--- config.mk ---
export PLATFORM = sky130hd
export DESIGN_NAME = aes_bus_sequencer_flat
export DESIGN_NICKNAME = d
export VERILOG_FILES = /design/src/rtl/aes_bus_sequencer_if.sv /design/src/rtl/aes_bus_sequencer.sv /design/src/flat_wrapper.sv
export SDC_FILE = /design/constraint.sdc
export NUM_CORES = 1
export LEC_CHECK = 0
export ABC_CLOCK_PERIOD_IN_PS = 3700
export BUFFER_PORTS_ARGS = -buffer_cell sky130_fd_sc_hd__buf_2
export CELL_PAD_IN_SITES_DETAIL_PLACEMENT = 0
export CELL_PAD_IN_SITES_GLOBAL_PLACEMENT = 1
export CORE_MARGIN = 2
export CORE_UTILIZATION = 35
export DETAILED_ROUTE_END_ITERATION = 8
export PLACE_DENSITY = 0.66
export SLEW_MARGIN = 25
export SYNTH_ARGS = -nofsm -noshare
export SYNTH_HDL_FRONTEND = slang
export SYNTH_SLANG_ARGS = --single-unit
export TNS_END_PERCENT = 5
--- constraint.sdc ---
create_clock -name clk -period 3.7 [get_ports clk]
set_clock_uncertainty 0.05 [all_clocks]
set_input_delay 0.74 -clock clk [delete_from_list [all_inputs] [get_ports clk]]
set_output_delay 0.74 -clock clk [all_outputs]
set_load 0.01 [all_outputs]
--- src/rtl/aes_bus_sequencer_if.sv ---
// Client key/block/result handshakes, status flags and the AES core register bus.
// valid/ready: a transfer happens on a rising clk edge where valid and ready are both high;
// the sender holds valid and its payload stable until that edge, and ready may depend on valid.
interface aes_bus_sequencer_if;
   logic         key_valid;
   logic         key_ready;
   logic [255:0] key;
   logic         keylen;
   logic         blk_valid;
   logic         blk_ready;
   logic [127:0] blk_data;
   logic         encdec;
   logic         res_valid;
   logic         res_ready;
   logic [127:0] res_data;
   logic         key_loaded;
   logic         busy;
   logic         err;
   logic         cs;
   logic         we;
   logic [7:0]   address;
   logic [31:0]  write_data;
   logic [31:0]  read_data;
   logic         error;

   modport master (
      input  key_valid, key, keylen, blk_valid, blk_data, encdec, res_ready, read_data, error,
      output key_ready, blk_ready, res_valid, res_data, key_loaded, busy, err,
             cs, we, address, write_data
   );

   modport slave (
      output key_valid, key, keylen, blk_valid, blk_data, encdec, res_ready, read_data, error,
      input  key_ready, blk_ready, res_valid, res_data, key_loaded, busy, err,
             cs, we, address, write_data
   );
endinterface

--- src/rtl/aes_bus_sequencer.sv ---
// Bus master that loads a key into the AES core and then streams 128-bit blocks
// through its register port, returning each result on a valid/ready handshake.
module aes_bus_sequencer #(
   parameter int POLL_DELAY = 2,
   parameter int TIMEOUT    = 1024
) (
   input  logic                clk,
   input  logic                reset_n,
   aes_bus_sequencer_if.master bus,
   output logic [3:0]          state_dbg
);

   typedef enum logic [3:0] {
      IDLE, KEY_WR, KEY_WAIT, KEY_POLL, BLK_WR, BLK_WAIT, BLK_POLL, RD, OUT
   } state_t;

   localparam logic [7:0] ADDR_CTRL   = 8'h08;
   localparam logic [7:0] ADDR_CONFIG = 8'h09;
   localparam logic [7:0] ADDR_STATUS = 8'h0a;

   localparam int TW = $clog2(TIMEOUT + 1);
   localparam int DW = (POLL_DELAY > 1) ? $clog2(POLL_DELAY) : 1;
   localparam logic [TW-1:0] POLL_LAST = TW'(TIMEOUT);
   localparam logic [DW-1:0] WAIT_LAST = DW'(POLL_DELAY - 1);

   state_t          state;
   logic [3:0]      idx;
   logic [DW-1:0]   wait_cnt;
   logic [TW-1:0]   poll_cnt;
   logic [255:0]    key_q;
   logic            keylen_q;
   logic [127:0]    blk_q;
   logic            encdec_q;
   logic            cs_q;
   logic            we_q;
   logic [7:0]      addr_q;
   logic [31:0]     wdata_q;
   logic            res_valid_q;
   logic [127:0]    res_q;
   logic            key_loaded_q;
   logic            err_q;

   logic [31:0]     key_w [8];
   logic [31:0]     blk_w [4];
   logic [7:0]      wr_addr;
   logic [31:0]     wr_data;
   logic            last_wr;
   logic            status_hit;

   always_comb begin
      for (int i = 0; i < 8; i++) key_w[i] = key_q[255 - 32*i -: 32];
      for (int i = 0; i < 4; i++) blk_w[i] = blk_q[127 - 32*i -: 32];
   end

   // Write sequence for the current step: data words, then CONFIG, then CTRL.
   always_comb begin
      wr_addr = ADDR_CTRL;
      wr_data = 32'h0;
      last_wr = 1'b0;
      if (state == KEY_WR) begin
         last_wr = (idx == 4'd10);
         if (idx < 4'd8) begin
            wr_addr = {5'b00010, idx[2:0]};
            wr_data = key_w[idx[2:0]];
         end else if (idx == 4'd8) begin
            wr_addr = ADDR_CONFIG;
            wr_data = {30'h0, keylen_q, 1'b0};
         end else begin
            wr_data = 32'h1;
         end
      end else begin
         last_wr = (idx == 4'd6);
         if (idx < 4'd4) begin
            wr_addr = {6'b001000, idx[1:0]};
            wr_data = blk_w[idx[1:0]];
         end else if (idx == 4'd4) begin
            wr_addr = ADDR_CONFIG;
            wr_data = {30'h0, keylen_q, encdec_q};
         end else begin
            wr_data = 32'h2;
         end
      end
   end

   assign status_hit = (state == KEY_POLL) ? bus.read_data[0] : bus.read_data[1];

   always_ff @(posedge clk or negedge reset_n) begin
      if (!reset_n) begin
         state        <= IDLE;
         idx          <= 4'd0;
         wait_cnt     <= '0;
         poll_cnt     <= '0;
         key_q        <= 256'h0;
         keylen_q     <= 1'b0;
         blk_q        <= 128'h0;
         encdec_q     <= 1'b0;
         cs_q         <= 1'b0;
         we_q         <= 1'b0;
         addr_q       <= 8'h0;
         wdata_q      <= 32'h0;
         res_valid_q  <= 1'b0;
         res_q        <= 128'h0;
         key_loaded_q <= 1'b0;
         err_q        <= 1'b0;
      end else if (cs_q && bus.error) begin
         // Abort on any core access error; key_loaded is already 0 during a key load.
         state <= IDLE;
         cs_q  <= 1'b0;
         we_q  <= 1'b0;
         err_q <= 1'b1;
      end else begin
         case (state)
            IDLE: begin
               if (bus.key_valid) begin
                  key_q        <= bus.key;
                  keylen_q     <= bus.keylen;
                  err_q        <= 1'b0;
                  key_loaded_q <= 1'b0;
                  idx          <= 4'd0;
                  state        <= KEY_WR;
               end else if (bus.blk_valid && key_loaded_q) begin
                  blk_q    <= bus.blk_data;
                  encdec_q <= bus.encdec;
                  idx      <= 4'd0;
                  state    <= BLK_WR;
               end
            end
            KEY_WR, BLK_WR: begin
               if (!last_wr) begin
                  cs_q    <= 1'b1;
                  we_q    <= 1'b1;
                  addr_q  <= wr_addr;
                  wdata_q <= wr_data;
                  idx     <= idx + 4'd1;
               end else if (POLL_DELAY == 0) begin
                  cs_q     <= 1'b1;
                  we_q     <= 1'b0;
                  addr_q   <= ADDR_STATUS;
                  poll_cnt <= TW'(1);
                  state    <= (state == KEY_WR) ? KEY_POLL : BLK_POLL;
               end else begin
                  cs_q     <= 1'b0;
                  we_q     <= 1'b0;
                  wait_cnt <= '0;
                  state    <= (state == KEY_WR) ? KEY_WAIT : BLK_WAIT;
               end
            end
            KEY_WAIT, BLK_WAIT: begin
               if (wait_cnt == WAIT_LAST) begin
                  cs_q     <= 1'b1;
                  we_q     <= 1'b0;
                  addr_q   <= ADDR_STATUS;
                  poll_cnt <= TW'(1);
                  state    <= (state == KEY_WAIT) ? KEY_POLL : BLK_POLL;
               end else begin
                  wait_cnt <= wait_cnt + 1'b1;
               end
            end
            KEY_POLL, BLK_POLL: begin
               // One STATUS read per cycle; poll_cnt counts reads issued in this phase.
               if (status_hit) begin
                  if (state == KEY_POLL) begin
                     cs_q         <= 1'b0;
                     key_loaded_q <= 1'b1;
                     state        <= IDLE;
                  end else begin
                     addr_q <= 8'h30;
                     idx    <= 4'd0;
                     state  <= RD;
                  end
               end else if (poll_cnt == POLL_LAST) begin
                  cs_q  <= 1'b0;
                  err_q <= 1'b1;
                  state <= IDLE;
               end else begin
                  poll_cnt <= poll_cnt + 1'b1;
               end
            end
            RD: begin
               case (idx[1:0])
                  2'd0:    res_q[127:96] <= bus.read_data;
                  2'd1:    res_q[95:64]  <= bus.read_data;
                  2'd2:    res_q[63:32]  <= bus.read_data;
                  default: res_q[31:0]   <= bus.read_data;
               endcase
               if (idx[1:0] == 2'd3) begin
                  cs_q        <= 1'b0;
                  res_valid_q <= 1'b1;
                  state       <= OUT;
               end else begin
                  idx    <= idx + 4'd1;
                  addr_q <= {6'b001100, idx[1:0] + 2'd1};
               end
            end
            OUT: begin
               if (bus.res_ready) begin
                  res_valid_q <= 1'b0;
                  state       <= IDLE;
               end
            end
            default: state <= IDLE;
         endcase
      end
   end

   assign bus.key_ready  = (state == IDLE);
   assign bus.blk_ready  = (state == IDLE) && key_loaded_q && !bus.key_valid;
   assign bus.busy       = (state != IDLE);
   assign bus.res_valid  = res_valid_q;
   assign bus.res_data   = res_q;
   assign bus.key_loaded = key_loaded_q;
   assign bus.err        = err_q;
   assign bus.cs         = cs_q;
   assign bus.we         = we_q;
   assign bus.address    = addr_q;
   assign bus.write_data = wdata_q;
   assign state_dbg      = state;

endmodule
--- src/flat_wrapper.sv ---
// flat-port wrapper written by rule: the top's interface ports become plain ports
module aes_bus_sequencer_flat 
#(
   parameter int POLL_DELAY = 2,
   parameter int TIMEOUT    = 1024
)
  (clk, reset_n, state_dbg, bus_key_valid, bus_key, bus_keylen, bus_blk_valid, bus_blk_data, bus_encdec, bus_res_ready, bus_read_data, bus_error, bus_key_ready, bus_blk_ready, bus_res_valid, bus_res_data, bus_key_loaded, bus_busy, bus_err, bus_cs, bus_we, bus_address, bus_write_data);
  aes_bus_sequencer_if bus_i ();
  input  logic clk;
  input  logic reset_n;
  output logic [3:0] state_dbg;
  input wire logic [$bits(bus_i.key_valid)-1:0] bus_key_valid;
  input wire logic [$bits(bus_i.key)-1:0] bus_key;
  input wire logic [$bits(bus_i.keylen)-1:0] bus_keylen;
  input wire logic [$bits(bus_i.blk_valid)-1:0] bus_blk_valid;
  input wire logic [$bits(bus_i.blk_data)-1:0] bus_blk_data;
  input wire logic [$bits(bus_i.encdec)-1:0] bus_encdec;
  input wire logic [$bits(bus_i.res_ready)-1:0] bus_res_ready;
  input wire logic [$bits(bus_i.read_data)-1:0] bus_read_data;
  input wire logic [$bits(bus_i.error)-1:0] bus_error;
  output wire logic [$bits(bus_i.key_ready)-1:0] bus_key_ready;
  output wire logic [$bits(bus_i.blk_ready)-1:0] bus_blk_ready;
  output wire logic [$bits(bus_i.res_valid)-1:0] bus_res_valid;
  output wire logic [$bits(bus_i.res_data)-1:0] bus_res_data;
  output wire logic [$bits(bus_i.key_loaded)-1:0] bus_key_loaded;
  output wire logic [$bits(bus_i.busy)-1:0] bus_busy;
  output wire logic [$bits(bus_i.err)-1:0] bus_err;
  output wire logic [$bits(bus_i.cs)-1:0] bus_cs;
  output wire logic [$bits(bus_i.we)-1:0] bus_we;
  output wire logic [$bits(bus_i.address)-1:0] bus_address;
  output wire logic [$bits(bus_i.write_data)-1:0] bus_write_data;
  assign bus_i.key_valid = bus_key_valid;
  assign bus_i.key = bus_key;
  assign bus_i.keylen = bus_keylen;
  assign bus_i.blk_valid = bus_blk_valid;
  assign bus_i.blk_data = bus_blk_data;
  assign bus_i.encdec = bus_encdec;
  assign bus_i.res_ready = bus_res_ready;
  assign bus_i.read_data = bus_read_data;
  assign bus_i.error = bus_error;
  assign bus_key_ready = bus_i.key_ready;
  assign bus_blk_ready = bus_i.blk_ready;
  assign bus_res_valid = bus_i.res_valid;
  assign bus_res_data = bus_i.res_data;
  assign bus_key_loaded = bus_i.key_loaded;
  assign bus_busy = bus_i.busy;
  assign bus_err = bus_i.err;
  assign bus_cs = bus_i.cs;
  assign bus_we = bus_i.we;
  assign bus_address = bus_i.address;
  assign bus_write_data = bus_i.write_data;
  aes_bus_sequencer #(.POLL_DELAY(POLL_DELAY), .TIMEOUT(TIMEOUT)) u_core (.clk(clk), .reset_n(reset_n), .bus(bus_i), .state_dbg(state_dbg));
endmodule
==> impl_metrics.ini, run 1 <==
[logic_synthesis]
syn-mean-instance-area_um2 = 15.6
synth_common_cells = 577 x dfrtp_1, 513 x mux2_2, 95 x mux4_2, 41 x buf_2, 40 x clkbuf_1
synthesis.area_um2 = 25200
syn_inst = 1615
ys_ff_latch = 577
yosys.area.top_type = dfrtp_1
ys_dominant_reg_cell = dfrtp_1
synth_top_area_share_pct = 57.4
synth_edf_count = 0
yosys_warnings = 0
yosys-top-cells-area = dfrtp_1 57%, mux2_2 23%, mux4_2 8.5%
ys_types = 66
synth-async-reset-ratio_pct = 100
synth-seq-area-share_pct = 57.4
synth_most_common_cell = dfrtp_1

[worst_setup_path]
required_ps = 2910
timing.reg2reg.setup_slack_ps = 840
path_max_fanout = 22
crit_start = u_core.state_dbg[1]$_DFFE_PN0P_
r2r-start = u_core.state_dbg[1]$_DFFE_PN0P_
crit_arrival_ps = 2380
start_kind = register
path_cells = buf_4 > or4_1 > nor2_1 > and2_1 > buf_2
slowest_stage = or4_1
end_kind = output pin
worstSetupPathType = register to output pin
slowest_delay_ps = 670

[placement]
placed_area_um2 = 29600
gp_congestion = 0.831
dpl.hpwl_mm = 55.2
place_inst = 3109
io_buffers = 601

[clock_tree]
cts_max_level = 3
cts_inserted_buffers = 67
clock_latency_ps = 600
cts_root_buf = clkbuf_16
clock-sinks = 577
cts_tree = built
clkTransAtPathRegs_ps = 60
holdBufCountCts = 0
postCtsSetupRepairBufs = 0
cts_resized = 0
clk_path_buf_depth = 3

[grt]
grt_antenna_before_repair = 36
grt_pass1_vias = 18200
grt_max_degree = 85
grt_overflow = 0
grt_first_pass_wirelength_mm = 114
grt_usage_pct = 20.2

[floorplanning]
dieArea_um2 = 74000
num_rows = 98
die-width_um = 272
die_y_um = 272
ioPinCount = 604
core-area_um2 = 71400
initial_utilization_pct = 35.2

[finish]
drive_gt1_share_pct = 61.7
areaGrowthSynthToFinish_pct = 27.2
final_util_pct = 44.9
fin_cells = 3245
fin_area_um2 = 32000
finalNetCount = 2660
nFillCells = 6547

[routing]
drt-initial-drc-count = 779
ant_nets = 0
first_pass_iters = 5
drt_wl_total_mm = 74.9
wl_met2_mm = 37.2
top_layer = met5
wl_met1_mm = 30.9
route.met3.wl_mm = 4.98
drc = 0
num_vias = 16700
vias_per_cell = 5.13
wire_per_inst_um = 23.1

[worst_hold_path]
hp-class = input pin to async pin

[pwr]
pwr-share-comb_pct = 34.1
clkPwrFrac_pct = 27.5
peakVddDrop_uv = 443
seq_power_share_pct = 38.4
p_int_mw = 17.9
power_density_nw_per_um2 = 809
power_switching_mw = 8.03
leakagePower_nw = 15.5
switching_share_pct = 31.0

[sta]
setup-tns-final_ps = 0
slew_viol_final = 0
max_freq_ghz = 0.315
period_share_pct = 85.7
hold_viol = 0
tightest_slew_ps = 852
setup_viol = 0
relSlewSlack_pct = 43.2
grt_setup_unrepaired = no
layout_min_cycle_time_ps = 3170

[outcome]
status = finished, final reports clean

[flow_run]
drv_cap = 0
-- worst paths after layout --
check,cells after the start,endpoint
worst max-delay path,5,bus_blk_ready
worst min-delay path,1,u_core.bus.res_data[106]$_DFFE_PN0P_
worst max register to register,8,u_core.bus.address[1]$_DFFE_PN0P_
worst min register to register,1,u_core.key_q[151]$_DFFE_PN0P_
max in group asynchronous,3,u_core.key_q[196]$_DFFE_PN0P_
min in group clk,2,u_core.bus.res_valid$_DFFE_PN0P_
-- final cells by class --
type	count	area (um^2)	area share (%)
flip-flops and latches	577	14400	45.1
multi-input cells	911	10200	31.8
repair buffers	657	3710	11.6
clock buffers	92	1940	6.07
well taps	950	1190	3.71
clock inverters	31	453	1.42
inverters	14	52.6	0.164
diodes	13	32.5	0.102
-- cell usage in the layout, fill, tap and decap left out, drive strengths merged, types with 4 or more instances in the layout --
master	instances
o31ai	12
nor4	4
a31oi	5
nand3b	4
nand2b	5
buf	657
o21ai	17
clkinv	17
or4	9
a22o	30
nand3	12
diode	13
a221o	29
ha	8
inv	17
nor2b	4
mux4	95
mux2	522
and2	4
clkbuf	92
nand2	22
nor3	4
a21oi	24
bufinv	10
o32ai	4
nor2	17
and3	33
mux2i	7
dfrtp	577
-- metrics by stage --
stage	hold WS, ps	worst slack [ps]	power (mW)
after global placement	422	891	18.6
after CTS	118	484	26.3
after global routing	141	432	27.4
final	106	529	25.9
after floorplan	394	801	15.8
after detailed placement	435	843	19.0
-- flip-flops by register name (all words and copies together), names as in the netlist --
signal                 flops
u_core.key_q             256
u_core.keylen_q            1
u_core.wait_cnt            1
u_core.bus.res_valid       1
u_core.bus.write_data     32
u_core.bus.address         6
u_core.bus.err             1
u_core.state_dbg           4
u_core.encdec_q            1
u_core.bus.key_loaded      1
u_core.blk_q             128
u_core.bus.cs              1
u_core.bus.we              1
u_core.poll_cnt           11
u_core.idx                 4
u_core.bus.res_data      128
-- power groups by stage --
stage          Sequential, mW  Combinational (mW)  Clock [mW]
3_3_place_gp             9.92                8.73           0
3_5_place_dp             10.0                8.97           0
2_1_floorplan            9.83                5.92           0
4_1_cts                  9.95                8.98        7.33
5_1_grt                  10.2                9.54        7.60
6_report                 9.95                8.82        7.12
-- per-layer routing --
layer	global-route usage, %	vias to the layer above
li1	-	7327
met1	25.5	8666
met2	33.7	487
met3	5.81	135
met4	6.02	38
met5	0	-
-- kinds of logic (layout without fill, tap and decap cells) --
logic type,after synthesis,in the layout,synth area share [%]
buffers and inverters,128,794,2.37
adder cells (fa/ha/maj),8,8,0.398
AO/OA/AOI/OAI,139,139,4.34
flip-flops,577,577,57.4
XOR/XNOR,1,1,0.0348
AND/OR/NAND/NOR,137,137,3.20
multiplexers,624,624,32.2
other,1,15,0.0149
-- critical path: cells and delay by family, from the launching register on --
| kind | cells | cell delay [ps] |
|---|---|---|
| buffers and inverters | 2 | 340 |
| flip-flops | 1 | 400 |
| AND/OR/NAND/NOR | 3 | 1030 |
Note: power is estimated with default switching activity, not from simulation.
==> run 2, diff against run 1 <==
--- a/config.mk
+++ b/config.mk
@@ -9,7 +9,7 @@
 export BUFFER_PORTS_ARGS = -buffer_cell sky130_fd_sc_hd__buf_2
 export CELL_PAD_IN_SITES_DETAIL_PLACEMENT = 0
 export CELL_PAD_IN_SITES_GLOBAL_PLACEMENT = 1
-export CORE_MARGIN = 2
+export CORE_MARGIN = 5
 export CORE_UTILIZATION = 35
 export DETAILED_ROUTE_END_ITERATION = 8
 export PLACE_DENSITY = 0.66
==> run 2 against run 1 <==
Effect of this change: sequential power barely moved; clock power shrank 3.9%; utilization fell by 0.18 points; critical path depth did not move; hold slack better by 200 ps.
==> impl_metrics.ini, run 2 (synthesis gave the netlist of run 1 again) <==
[finish]
largest_register_ffs = 256
areaGrowthSynthToFinish_pct = 26.7
final_util_pct = 44.7
layout_commonest_cell = buf_2
regMostFlops = u_core.key_q
nFillCells = 6555
drive_gt1_share_pct = 61.3
finalNetCount = 2656
final_cell_mix = 600 x buf_2, 574 x dfrtp_1, 513 x mux2_2
fin_area_um2 = 31900

[routing]
num_vias = 16600
wire_per_inst_um = 23.8
first_pass_iters = 7
drc = 0
drt-initial-drc-count = 854
drt_wl_total_mm = 77.4
vias_per_cell = 5.11
ant_nets = 0

[sta]
hold_viol = 0
max_freq_ghz = 0.326
slew_viol_final = 0
grt_setup_unrepaired = no
setup_viol = 0
hold_slack_ps = 309
setup-tns-final_ps = 0
layout_min_cycle_time_ps = 3070
period_share_pct = 82.9
tightest_slew_ps = 1020
relSlewSlack_pct = 31.5

[pwr]
leakagePower_nw = 15.4
finalPower_mw = 25.5
power_density_nw_per_um2 = 801
peakVddDrop_uv = 546

[floorplanning]
core-area_um2 = 71400
dieArea_um2 = 77300
num_rows = 98
die_y_um = 278
ioPinCount = 604
initial_utilization_pct = 35.2
die-width_um = 278

[worst_setup_path]
worstSetupPathType = register to output pin
crit_start = u_core.state_dbg[1]$_DFFE_PN0P_
start_kind = register
path_max_fanout = 23
crit_arrival_ps = 2280
rr_endpoint = u_core.bus.write_data[22]$_DFFE_PN0P_
cp-endpoint = bus_blk_ready
end_kind = output pin
r2r-start = u_core.state_dbg[1]$_DFFE_PN0P_
required_ps = 2910
r2r_cells = 8
timing.reg2reg.setup_slack_ps = 790

[clock_tree]
cts_tree = built
postCtsSetupRepairBufs = 0
cts_inserted_buffers = 68
cts_max_level = 3
clock-sinks = 577
holdBufCountCts = 0
clock_latency_ps = 590
cts_root_buf = clkbuf_16
clk_path_buf_depth = 3
cts_resized = 0
clkTransAtPathRegs_ps = 60

[grt]
grt_pass1_vias = 18100
grt_antenna_before_repair = 47
grt_max_degree = 123
grt_first_pass_wirelength_mm = 116
grt_usage_pct = 19.5
grt_overflow = 0

[worst_hold_path]
hp-class = input pin to register

[outcome]
status = finished, final reports clean

[placement]
gp_congestion = 0.842
placed_area_um2 = 29500
dpl.hpwl_mm = 56.6
io_buffers = 601

[flow_run]
drv_cap = 0
[run 2: cell type report]
class                           count  area, um^2  area share [%]
Antenna cell                       24        60.1           0.188
Clock buffer                       91        1960            6.15
Clock inverter                     28         333            1.04
Inverter                           14        52.6           0.165
Multi-Input combinational cell    911       10200            31.9
Sequential cell                   577       14400            45.3
Tap cell                          950        1190            3.73
Timing Repair Buffer              652        3660            11.5
[run 2: worst min path at each step]
| stage | endpoint | startpoint | depth (start not counted) | slack [ps] |
|---|---|---|---|---|
| after floorplan | u_core.blk_q[0]$_DFFE_PN0P_ | reset_n | 0 | 390 |
| after global placement | u_core.key_q[152]$_DFFE_PN0P_ | u_core.key_q[152]$_DFFE_PN0P_ | 1 | 420 |
| after detailed placement | u_core.key_q[156]$_DFFE_PN0P_ | u_core.key_q[156]$_DFFE_PN0P_ | 1 | 440 |
| after CTS | u_core.bus.res_data[7]$_DFFE_PN0P_ | reset_n | 1 | 180 |
| after global routing | u_core.key_q[73]$_DFFE_PN0P_ | bus_key[73] | 2 | 290 |
| final | u_core.key_q[156]$_DFFE_PN0P_ | bus_key[156] | 2 | 310 |
[run 2: per-layer routing]
metal	share of wire [%]	vias up	global-route usage [%]	wire length, um
met2	49	573	32.6	38000
met5	0.31	-	0	241
met1	40	8504	24.0	30800
met4	2.3	38	5.86	1790
li1	-	7336	-	-
met3	8.4	138	6.99	6530
[run 2: worst max-delay path: stages (launching register included)]
cell	delay (ps)
dfrtp_1	370
buf_4	200
or4_1	650
nor2_1	190
and2_1	140
buf_2	140
[run 2: per-stage QoR]
stage	setup slack [ps]	cells
3_3_place_gp	812	3100
4_1_cts	587	3221
6_report	633	3247
3_5_place_dp	758	3102
5_1_grt	531	3237
2_1_floorplan	801	1616
[run 2: power by group]
group | leakage (nW) | internal, mW | switching (mW)
clock | 1.14 | 4.15 | 2.69
sequential | 7.35 | 8.69 | 1.27
combinational | 6.89 | 4.70 | 4.03
total | 15.4 | 17.5 | 7.99
==> run 3, diff against run 2 <==
--- a/config.mk
+++ b/config.mk
@@ -5,14 +5,15 @@
 export SDC_FILE = /design/constraint.sdc
 export NUM_CORES = 1
 export LEC_CHECK = 0
-export ABC_CLOCK_PERIOD_IN_PS = 3700
+export ABC_AREA = 1
+export ABC_CLOCK_PERIOD_IN_PS = 2600
 export BUFFER_PORTS_ARGS = -buffer_cell sky130_fd_sc_hd__buf_2
 export CELL_PAD_IN_SITES_DETAIL_PLACEMENT = 0
 export CELL_PAD_IN_SITES_GLOBAL_PLACEMENT = 1
 export CORE_MARGIN = 5
 export CORE_UTILIZATION = 35
 export DETAILED_ROUTE_END_ITERATION = 8
-export PLACE_DENSITY = 0.66
+export PLACE_DENSITY = 0.73
 export SLEW_MARGIN = 25
 export SYNTH_ARGS = -nofsm -noshare
 export SYNTH_HDL_FRONTEND = slang
==> constraint.sdc (replaced) <==
create_clock -name clk -period 2.6 [get_ports clk]
set_clock_uncertainty 0.05 [all_clocks]
set_input_delay 0.52 -clock clk [delete_from_list [all_inputs] [get_ports clk]]
set_output_delay 0.52 -clock clk [all_outputs]
set_load 0.01 [all_outputs]
==> run 3 against run 2 <==
Effect of this change: cell count rose by 32%; hold slack got worse by 230 ps; highest routed layer unchanged; worst setup slack got worse by 410 ps; sequential power rose by 43%.
==> impl_metrics.ini, run 3 <==
[sta]
grt_setup_unrepaired = no
setup-tns-final_ps = 0
slew_viol_final = 0
max_freq_ghz = 0.420
relSlewSlack_pct = 56.3
fin_ws_ps = 219
hold_slack_ps = 76.3
hold_viol = 0
setup_viol = 0
period_share_pct = 91.6
tightest_slew_ps = 655
layout_min_cycle_time_ps = 2380

[logic_synthesis]
ys_dominant_reg_cell = dfrtp_1
syn-mean-instance-area_um2 = 9.60
ys_types = 39
synth_top_area_share_pct = 55.9
synth-async-reset-ratio_pct = 100
synth_edf_count = 0
synth_most_common_cell = nand2_1
synthesis.area_um2 = 25800
yosys.area.top_type = dfrtp_1
yosys_warnings = 0
synth_common_cells = 637 x nand2_1, 577 x dfrtp_1, 437 x o21ai_0, 228 x mux2_2, 190 x inv_1
ys_ff_latch = 577
syn_inst = 2688
yosys-top-cells-area = dfrtp_1 56%, mux2_2 9.9%, nand2_1 9.3%
synth-seq-area-share_pct = 55.9

[finish]
layout_commonest_cell = nand2_1
final_cell_mix = 637 x nand2_1, 600 x buf_2, 575 x dfrtp_1
final_util_pct = 44.1
finalNetCount = 3705
nFillCells = 7262
drive_gt1_share_pct = 31.0
fin_cells = 4286
areaGrowthSynthToFinish_pct = 24.8
fin_area_um2 = 32200
regMostFlops = u_core.key_q
largest_register_ffs = 256

[worst_setup_path]
path_delay_family = simple AND/OR/NAND/NOR gates
end_kind = output pin
worstSetupPathType = register to output pin
path_max_fanout = 6
start_kind = register
crit_buf_inv = 2
timing.reg2reg.setup_slack_ps = 370
required_ps = 2030
slowest_delay_ps = 440
crit_arrival_ps = 1810
slowest_stage = dfrtp_1
path_cells = nor2_2 > nand2_4 > nor2_4 > inv_1 > nor2_1 > buf_2

[placement]
placed_area_um2 = 30100
gp_congestion = 0.870
pre_cts_ws_ps = 375
io_buffers = 601
dpl.hpwl_mm = 65.9
place_inst = 4162

[pwr]
power_density_nw_per_um2 = 1160
peakVddDrop_uv = 726
finalPower_mw = 37.4
leakagePower_nw = 16.1

[floorplanning]
dieArea_um2 = 79300
die_y_um = 282
core-area_um2 = 73100
num_rows = 99
initial_utilization_pct = 35.3
ioPinCount = 604
die-width_um = 282

[clock_tree]
cts_root_buf = clkbuf_16
cts_tree = built
clk_path_buf_depth = 3
clock-sinks = 577
clock_latency_ps = 600
cts_max_level = 3
cts_inserted_buffers = 67
cts_resized = 0
clkTransAtPathRegs_ps = 60

[routing]
drt_wl_total_mm = 89.1
num_vias = 21000
drc = 0
vias_per_cell = 4.90
first_pass_iters = 4
ant_nets = 0
wire_per_inst_um = 20.8
drt-initial-drc-count = 1443

[grt]
grt_first_pass_wirelength_mm = 132
grt_pass1_vias = 21000
grt_usage_pct = 21.8
grt_overflow = 0
grt_antenna_before_repair = 11
grt_max_degree = 110

[flow_run]
drv_cap = 0

[worst_hold_path]
hp-class = input pin to register

[outcome]
status = finished, final reports clean
[run 3: cell types whose count changed in the layout (fill, tap and decap cells not counted), sizes merged, moves of 79 or more]
cell and delta:
mux2 -257, mux4 -95, nand2 +621, o21ai +448
inv +179, nor2 +105, a21oi +79
[run 3: layout make-up]
cell class / count / area [um^2] / share of cell area (%)
flip-flops and latches: 577 / 14400 / 44.8
well taps: 959 / 1200 / 3.72
diodes: 9 / 22.5 / 0.0699
repair buffers: 682 / 3930 / 12.2
clock inverters: 19 / 284 / 0.882
multi-input cells: 1749 / 9750 / 30.3
inverters: 196 / 738 / 2.29
clock buffers: 95 / 1840 / 5.72
[run 3: repair_timing]
item | in CTS | in global routing
hold buffers | 1 | 0
hold endpoints to repair | 25 | 0
buffers inserted | 0 | 0
[run 3: power by group]
group / internal (mW) / switching (mW) / total [mW]
registers: 12.6 / 1.69 / 14.2
clock network: 5.46 / 3.84 / 9.30
logic: 5.38 / 8.53 / 13.9
[run 3: path summary, 6_finish.rpt]
| check | startpoint | endpoint | depth (start not counted) |
|---|---|---|---|
| max | u_core.state_dbg[1]$_DFFE_PN0P_ | bus_blk_ready | 6 |
| min | bus_blk_data[97] | u_core.blk_q[97]$_DFFE_PN0P_ | 2 |
| max reg2reg | u_core.state_dbg[1]$_DFFE_PN0P_ | u_core.key_q[50]$_DFFE_PN0P_ | 8 |
| min reg2reg | u_core.bus.address[4]$_DFFE_PN0P_ | u_core.bus.address[4]$_DFFE_PN0P_ | 2 |
| max in group asynchronous | reset_n | u_core.key_q[112]$_DFFE_PN0P_ | 4 |
| min in group asynchronous | reset_n | u_core.blk_q[120]$_DFFE_PN0P_ | 2 |
[run 3: cell families after synthesis]
group / count (synthesis) / share of synthesized area (%)
AND/OR/NAND/NOR: 850 / 13.3
AO/OA/AOI/OAI: 620 / 12.4
flip-flops: 577 / 55.9
buffers and inverters: 363 / 6.29
multiplexers: 265 / 11.6
adder cells (fa/ha/maj): 8 / 0.388
XOR/XNOR: 4 / 0.136
other: 1 / 0.0145
[run 3: metal layers]
metal  wire length (um)  vias to the layer above  part of all wire [%]  GRT usage, %
met4               2530                        4                   2.8          7.23
met2              41600                      614                    47          34.5
li1                   -                    10100                     -             -
met5                 21                        -                 0.024             0
met3               5540                      122                   6.2          4.38
met1              39400                    10200                    44          30.3
